$ cat src/rtl/regfile_scoreboard.sv
// Register file with a per-register pending-write scoreboard.
// Two combinational read ports and one writeback port. Each register has a
// busy bit that is set on issue and cleared on writeback, and a registered
// count of busy registers is provided. Register 0 is hardwired to zero and
// is never marked busy. Optional forwarding presents same-cycle writeback
// data and busy-clear on the read ports.
module regfile_scoreboard #(
    parameter int XLEN   = 32,
    parameter int AW     = 5,
    parameter int BYPASS = 1
) (
    input  logic            clk,
    input  logic            rst,
    input  logic            regwrite,
    input  logic [AW-1:0]   writereg,
    input  logic [XLEN-1:0] writedata,
    input  logic [AW-1:0]   readreg1,
    input  logic [AW-1:0]   readreg2,
    output logic [XLEN-1:0] readdata1,
    output logic [XLEN-1:0] readdata2,
    output logic            busy1,
    output logic            busy2,
    input  logic            issue_valid,
    input  logic [AW-1:0]   issue_reg,
    input  logic            flush,
    output logic [AW:0]     busy_count
);

    localparam int NREGS = 2 ** AW;
    localparam bit BYP   = (BYPASS != 0);

    logic [XLEN-1:0] regs_q [NREGS];
    logic [XLEN-1:0] regs_d [NREGS];
    logic [NREGS-1:0] busy_q;
    logic [NREGS-1:0] busy_d;
    logic [AW:0]      busy_count_q;
    logic [AW:0]      busy_count_d;

    // A writeback only counts when it targets a real register and the block
    // is out of reset; this keeps every output at zero while rst is low.
    logic wr_en;
    logic iss_en;
    assign wr_en  = rst && regwrite && (writereg != '0);
    assign iss_en = issue_valid && (issue_reg != '0);

    // Next-state for register data, busy bits and the busy population count.
    always_comb begin
        // NOTE: every signal gets a default first so no path leaves it
        // unassigned; otherwise synthesis infers a latch.
        regs_d       = regs_q;
        busy_d       = busy_q;
        busy_count_d = '0;

        if (wr_en) begin
            regs_d[writereg] = writedata;
            busy_d[writereg] = 1'b0;
        end
        // Issue is applied after writeback so it wins on the same index.
        if (iss_en) begin
            busy_d[issue_reg] = 1'b1;
        end
        // Flush clears all marks, including a same-edge issue; data writes
        // above are untouched.
        if (flush) begin
            busy_d = '0;
        end
        busy_d[0] = 1'b0;

        for (int i = 0; i < NREGS; i++) begin
            busy_count_d = busy_count_d + (AW+1)'(busy_d[i]);
        end
    end

    // State registers; all storage clears asynchronously on reset.
    always_ff @(posedge clk or negedge rst) begin
        if (!rst) begin
            // NOTE: the data array is reset as well, because every register
            // must read zero while reset is held; this rules out a RAM macro.
            for (int i = 0; i < NREGS; i++) begin
                regs_q[i] <= '0;
            end
            busy_q       <= '0;
            busy_count_q <= '0;
        end else begin
            // NOTE: non-blocking assignments so all state updates together
            // at the edge regardless of statement order.
            regs_q       <= regs_d;
            busy_q       <= busy_d;
            busy_count_q <= busy_count_d;
        end
    end

    // Read port 1: zero for r0, forwarded writeback data when enabled.
    always_comb begin
        readdata1 = '0;
        busy1     = 1'b0;
        if (readreg1 != '0) begin
            if (BYP && wr_en && (writereg == readreg1)) begin
                readdata1 = writedata;
                busy1     = 1'b0;
            end else begin
                readdata1 = regs_q[readreg1];
                busy1     = busy_q[readreg1];
            end
        end
    end

    // Read port 2: identical to port 1.
    always_comb begin
        readdata2 = '0;
        busy2     = 1'b0;
        if (readreg2 != '0) begin
            if (BYP && wr_en && (writereg == readreg2)) begin
                readdata2 = writedata;
                busy2     = 1'b0;
            end else begin
                readdata2 = regs_q[readreg2];
                busy2     = busy_q[readreg2];
            end
        end
    end

    assign busy_count = busy_count_q;

endmodule
$ cat config.mk
export PLATFORM = sky130hd
export DESIGN_NAME = regfile_scoreboard
export DESIGN_NICKNAME = d
export VERILOG_FILES = /design/src/rtl/regfile_scoreboard.sv
export SDC_FILE = /design/constraint.sdc
export NUM_CORES = 2
export LEC_CHECK = 0
export CORE_MARGIN = 5
export CORE_UTILIZATION = 45
export CTS_CLUSTER_DIAMETER = 100
export DETAILED_ROUTE_END_ITERATION = 10
export MAX_ROUTING_LAYER = met4
export PLACE_DENSITY = 0.69
export SLEW_MARGIN = 0
export SYNTH_ARGS = -nofsm -noshare
export SYNTH_HDL_FRONTEND = slang
export SYNTH_SLANG_ARGS = --single-unit
export TNS_END_PERCENT = 20
$ cat constraint.sdc
create_clock -name clk -period 9.81 [get_ports clk]
set_clock_uncertainty 0.1 [all_clocks]
set_input_delay 2.943 -clock clk [delete_from_list [all_inputs] [get_ports clk]]
set_output_delay 2.943 -clock clk [all_outputs]
set_load 0.03 [all_outputs]
# After elaboration in Yosys (flattened, before gate mapping)
# Index checks and enable logic that the tools add are counted.
[word_totals] latch_bits=0 memories=0 input_bits=57 elab_cells=122 ram_bits=0 romBits=0 reg_bits=1061
[op_classes] eq_ne=2 order_cmp=10 n_reduce_logical=12 div_mod_pow=0 n_shift=0 multipliers=0 bitwise=6 muxes=28 n_addsub=30
[ops] op="1024-bit bitwise mux" count=1
[ops] op="32-bit 2-to-1 mux" count=12
[ops] op="32-bit binary-select mux with 5-bit select" count=2
[ops] op="32-bit demux with 5-bit select" count=1
[ops] op="6-bit by 1-bit adder with 6-bit output" count=25
[ops] op="32-bit AND" count=1
[ops] op="32-bit inverter" count=1
[ops] op="32-bit bitwise OR" count=1
[ops] op="5-bit by 6-bit less-than comparator with 1-bit output, second input constant" count=4
[ops] op="5-bit nonzero test" count=4
[ops] op="6-bit >= comparator, second input constant" count=3
[ops] op="5-bit inverter with 6-bit output" count=3
[ops] op="1-bit binary-select mux with 5-bit select" count=2
[ops] op="1-bit demux with 5-bit select" count=2
[ops] op="5-bit equality test" count=2
[ops] op="5-bit by 1-bit >= comparator with 1-bit output, second input constant" count=2
[ops] op="1-bit logical AND" count=8
[ops] op="1-bit 2-to-1 mux" count=8
[ops] op="5-bit by 1-bit adder with 6-bit output" count=1
[ops] op="6-bit by 1-bit less-than comparator with 1-bit output, second input constant" count=1
[ops] op="4-bit by 1-bit adder with 5-bit output" count=1
[ops] op="3-bit by 1-bit adder with 4-bit output" count=1
[ops] op="2-bit by 1-bit adder with 3-bit output" count=1
[ops] op="1-bit by 1-bit adder with 2-bit output" count=1

# Longest topological paths before layout
[logic_depth] word_depth=40 ltp_mapped=24

# Worst setup path before layout
# No wires, ideal clock.
[synth_timing] path_kind="input-to-reg" startpoint="in writereg[4]" endpoint="reg busy_count_q[4] (netlist: busy_count[4])" t_arrival_ns=8.771 path_slack_ns=0.859 path_stages=22 required_ns=9.630 setup_time_ns=0.080 path_cell_list="buf_1 nand3b_1 or4_1 clkbuf_1 buf_2 a22oi_1 nor2_1 fa_1 inv_1 fa_1 inv_1 fa_1 inv_1 fa_1 fa_1 fa_1 inv_1 fa_1 fa_1 a21o_1 a21oi_1 xnor2_1"
[synth_via] word_cells_on_any_way=43 classes_between="add/sub: 30; order compare: 2; mux: 5; bitwise: 3; reduce/logical: 3"
[synth_rtl] element="start, declared" line="15" rtl="input logic [AW-1:0] writereg,"
[synth_rtl] element="5-bit by 6-bit less-than comparator with 1-bit output (implied by the code) or 5-bit by 1-bit >= comparator with 1-bit output (tied branches)" line="56" rtl="busy_d[writereg] = 1'b0;"
[synth_rtl] element="1-bit logical AND (implied by the code)" line="56"
[synth_rtl] element="1-bit 2-to-1 mux (implied by the code)" line="56"
[synth_rtl] element="1-bit demux with 5-bit select" line="56"
[synth_rtl] element="32-bit inverter (no source line)"
[synth_rtl] element="32-bit AND (no source line)"
[synth_rtl] element="32-bit 2-to-1 mux *" line="54" rtl="if (wr_en) begin"
[synth_rtl] element="32-bit bitwise OR (no source line)"
[synth_rtl] element="32-bit 2-to-1 mux *" line="59" rtl="if (iss_en) begin"
[synth_rtl] element="32-bit 2-to-1 mux *" line="64" rtl="if (flush) begin"
[synth_rtl] element="named net busy_d[24]" line="35" rtl="logic [NREGS-1:0] busy_d;"
[synth_rtl] element="6-bit by 1-bit adder with 6-bit output * (8 in a row)" line="70" rtl="busy_count_d = busy_count_d + (AW+1)'(busy_d[i]);"
[synth_rtl] element="named net busy_count_d[4]" line="37" rtl="logic [AW:0] busy_count_d;"
[synth_rtl] element="end signal, assigned" line="89" rtl="busy_count_q <= busy_count_d;"
[synth_rtl] element="end, declared" line="36" rtl="logic [AW:0] busy_count_q;"
# Mark *: on every way through the listed nets, which the timed path passes. The rest lies on a longest branch.
# A chain may end at the register's enable or synchronous reset.

# Worst setup path in the final report
[layout_timing] startpoint="in readreg1[1]" endpoint="out readdata1[28]"
[layout_via] elab_chain_len=6 word_cells_on_any_way=9 classes_between="eq/ne: 1; mux: 5; bitwise: 1; reduce/logical: 2"
[layout_rtl] element="start, declared" line="17" rtl="input logic [AW-1:0] readreg1,"
[layout_rtl] element="5-bit inverter with 6-bit output (implied by the code)" line="102" rtl="readdata1 = regs_q[readreg1];"
[layout_rtl] element="32-bit binary-select mux with 5-bit select" line="102"
[layout_rtl] element="32-bit 2-to-1 mux (implied by the code) (2 in a row)" line="102"
[layout_rtl] element="32-bit 2-to-1 mux" line="98" rtl="if (BYP && wr_en && (writereg == readreg1)) begin"
[layout_rtl] element="32-bit 2-to-1 mux *" line="97" rtl="if (readreg1 != '0) begin"
[layout_rtl] element="end, declared" line="19" rtl="output logic [XLEN-1:0] readdata1,"
# Mark *: on every way between the ends. The rest lies on a longest branch, timed or not. The select of a mux whose other input is x is not followed.

==> impl_metrics.json <==
{
  "tns_ns": 0,
  "drc": 0,
  "cts.htree.levels": 3,
  "drive_gt1_share_pct": 28.0,
  "ant_nets": 0,
  "post-place-ws_ns": 0.345,
  "vdd_drop_max_mv": 0.160,
  "start_util_pct": 45.4,
  "worst_slew_pin_slew_ns": 1.43,
  "post-route-period-util_pct": 92.5,
  "port_buffers": 128,
  "slew_headroom_pct": 3.41,
  "setup_viol": 0,
  "chipWidth_microns": 369,
  "cts_buffer_depth": 3,
  "power.internal_mw": 8.65,
  "hold_class": "reg -> reg",
  "wl_mm": 175,
  "synth_top_family_by_area": "multiplexers",
  "run_status": "complete, no violations",
  "syn_avg_cell_area_sq_um": 14.8,
  "grt_setup_unrepaired": "no",
  "final_cell_mix": "dfrtp_1 (1061), mux2_1 (888), mux4_2 (519)",
  "worstPathMaxFanout": 61,
  "cts_resized": 0,
  "hold_depth": 0,
  "die_area_sq_um": 136000,
  "seq_power_share_pct": 44.8,
  "pwr-share-comb_pct": 16.9,
  "switching_share_pct": 26.9,
  "ff2ff_setup_slack_ns": 4.34,
  "clkTransAtPathRegs_ns": 0.06,
  "cp-end-kind": "output pin",
  "vias": 37257,
  "required_ns": 6.77,
  "cts_buffers": 111,
  "root_buffer": "clkbuf_16",
  "yosysSeqAreaShare_pct": 45.7,
  "die_h_microns": 369,
  "antenna_found_initial": 6,
  "areaGrowthSynthToFinish_pct": 12.2,
  "routabilityCongestion": 0.913,
  "synth_xor_area_share_pct": 0.196,
  "avgRoutedWirePerCell_microns": 31.0,
  "syn_area_sq_um": 58000,
  "clkPwrFrac_pct": 38.3,
  "dr.pass1.iters": 8,
  "syn_inst": 3926,
  "layout_min_cycle_time_ns": 9.07,
  "synth-compound-area-share_pct": 3.56,
  "grt_pass1_vias": 38331,
  "critPathLaunchType": "input pin",
  "synth_mux_area_share_pct": 42.9,
  "p_sw_mw": 3.19,
  "clock-sinks": 1061,
  "core_sq_um": 128000,
  "power.leakage_nw": 29.6,
  "cts_tree": "yes",
  "synthAdderAreaFrac_pct": 0.944,
  "cts_setup_buffers": 0,
  "fillers": 10590,
  "layout_commonest_cell": "dfrtp_1",
  "worstPathArrival_ns": 6.03,
  "io_pins": 129,
  "synth-seq-cells": 1061,
  "first_iter_violations": 3805,
  "synth-simple-area-share_pct": 3.05,
  "max_cap_violations": 0,
  "grt_usage_pct": 26.4,
  "num_rows": 131,
  "overflow": 0,
  "final_nets": 3972,
  "reg2reg_depth": 17,
  "final.setup.worst_slack_ns": 0.739,
  "grt_max_degree": 151,
  "synth.net_count": 4013,
  "insertion_delay_ns": 0.72,
  "dp_hpwl_mm": 96.3,
  "critPathKind": "in -> out",
  "routed_via_density": 6.59,
  "clock.fmax_ghz": 0.110,
  "ys_types": 52,
  "ys_warn_count": 0,
  "slew_viol_final": 0,
  "cts_hold_buffers": 0,
  "grt_pass1_wl_mm": 261,
  "p_per_area_nw_per_um2": 182,
  "hold_ws_ns": 0.295,
  "hold_viol_final": 0
}
## cells in the mapped netlist (all sizes together)
library cell,count,area [sq um]
and3b,5,43.8
ha,7,87.6
o21ai,8,40.0
mux2,1011,11400
mux4,519,11700
mux2i,181,1810
o21a,20,150
a2111oi,4,35.0
o211ai,27,203
buf,199,1080
a221oi,31,272
nor2b,51,319
a311o,1,10.0
a21o,14,105
a22oi,33,248
nand3,9,45.0
nand4,24,150
o31ai,4,35.0
o22ai,16,100
nand2,129,484
fa,23,460
nor3b,3,22.5
nor2,69,259
a221o,20,200
nand2b,27,169
and2,3,18.8
a32o,1,10.0
a32oi,15,131
a21oi,36,180
or4,4,30.0
xor2,1,8.76
nor3,25,130
clkbuf,240,901
or2,3,18.8
a31oi,4,25.0
o41ai,12,105
or3,3,18.8
inv,34,128
a211oi,29,218
nor4,4,31.3
dfrtp,1061,26600
xnor2,12,105
nand3b,4,30.0
## worst max-delay path: stages
cell and delay [ns]:
buf_8 0.48, or2_1 0.32, nor4_2 0.07, buf_4 0.19, nor2_4 0.90, buf_4 0.36
nand4_1 0.11, o211ai_1 0.29, buf_4 0.25
## stage by stage
stage / instances / util [%] / area (sq um) / power [mW]
global route: 5650 / 51.0 / 65100 / 12.3
global placement: 5434 / 47.8 / 61200 / 7.31
finish: 5650 / 51.0 / 65100 / 11.8
detailed placement: 5434 / 47.8 / 61200 / 7.38
floorplan: 3926 / - / 58000 / 6.68
CTS: 5643 / 50.9 / 65100 / 11.9
## state kept, by name, indices dropped and copies added, names as in the netlist
signal	flops
busy_count	6
regs_q	1024
busy_q	31
## power groups by stage
stage | clock (mW) | combinational [mW] | sequential (mW)
CTS | 4.60 | 2.02 | 5.29
detailed placement | 0 | 2.01 | 5.37
global route | 4.78 | 2.16 | 5.37
global placement | 0 | 1.97 | 5.33
floorplan | 0 | 1.44 | 5.24
finish | 4.53 | 2.00 | 5.31
## layout make-up
| type | instances | area (sq um) | area share, % |
|---|---|---|---|
| Multi-Input combinational cell | 2392 | 29600 | 45.5 |
| Antenna cell | 7 | 17.5 | 0.0269 |
| Clock buffer | 153 | 3220 | 4.94 |
| Tap cell | 1662 | 2080 | 3.19 |
| Inverter | 34 | 129 | 0.198 |
| Clock inverter | 56 | 737 | 1.13 |
| Timing Repair Buffer | 285 | 2800 | 4.29 |
| Sequential cell | 1061 | 26600 | 40.8 |
## kinds of logic after synthesis
group / after synthesis
AOI/OAI and AO/OA: 275
xor gates and xnor gates: 13
adders and majority gates: 30
buffers and inverters: 473
DFF: 1061
muxes: 1711
and+or+nand+nor: 363
## layer usage
layer	track usage, %	share of wire [%]	vias to the layer above
met4	7.48	3.1	0
met2	39.8	46	1638
met3	5.33	8.6	342
met5	-	0	-
met1	36.8	42	20297
li1	-	-	14980
## final timing paths
path,start,end
max,readreg1[1],readdata1[28]
min,regs_q[1001],regs_q[1001]
max reg2reg,busy_q[28],busy_count[4]
min reg2reg,regs_q[1001],regs_q[1001]
max in group asynchronous,rst,regs_q[639]
min in group asynchronous,rst,regs_q[968]
(Power assumes the default switching activity.)
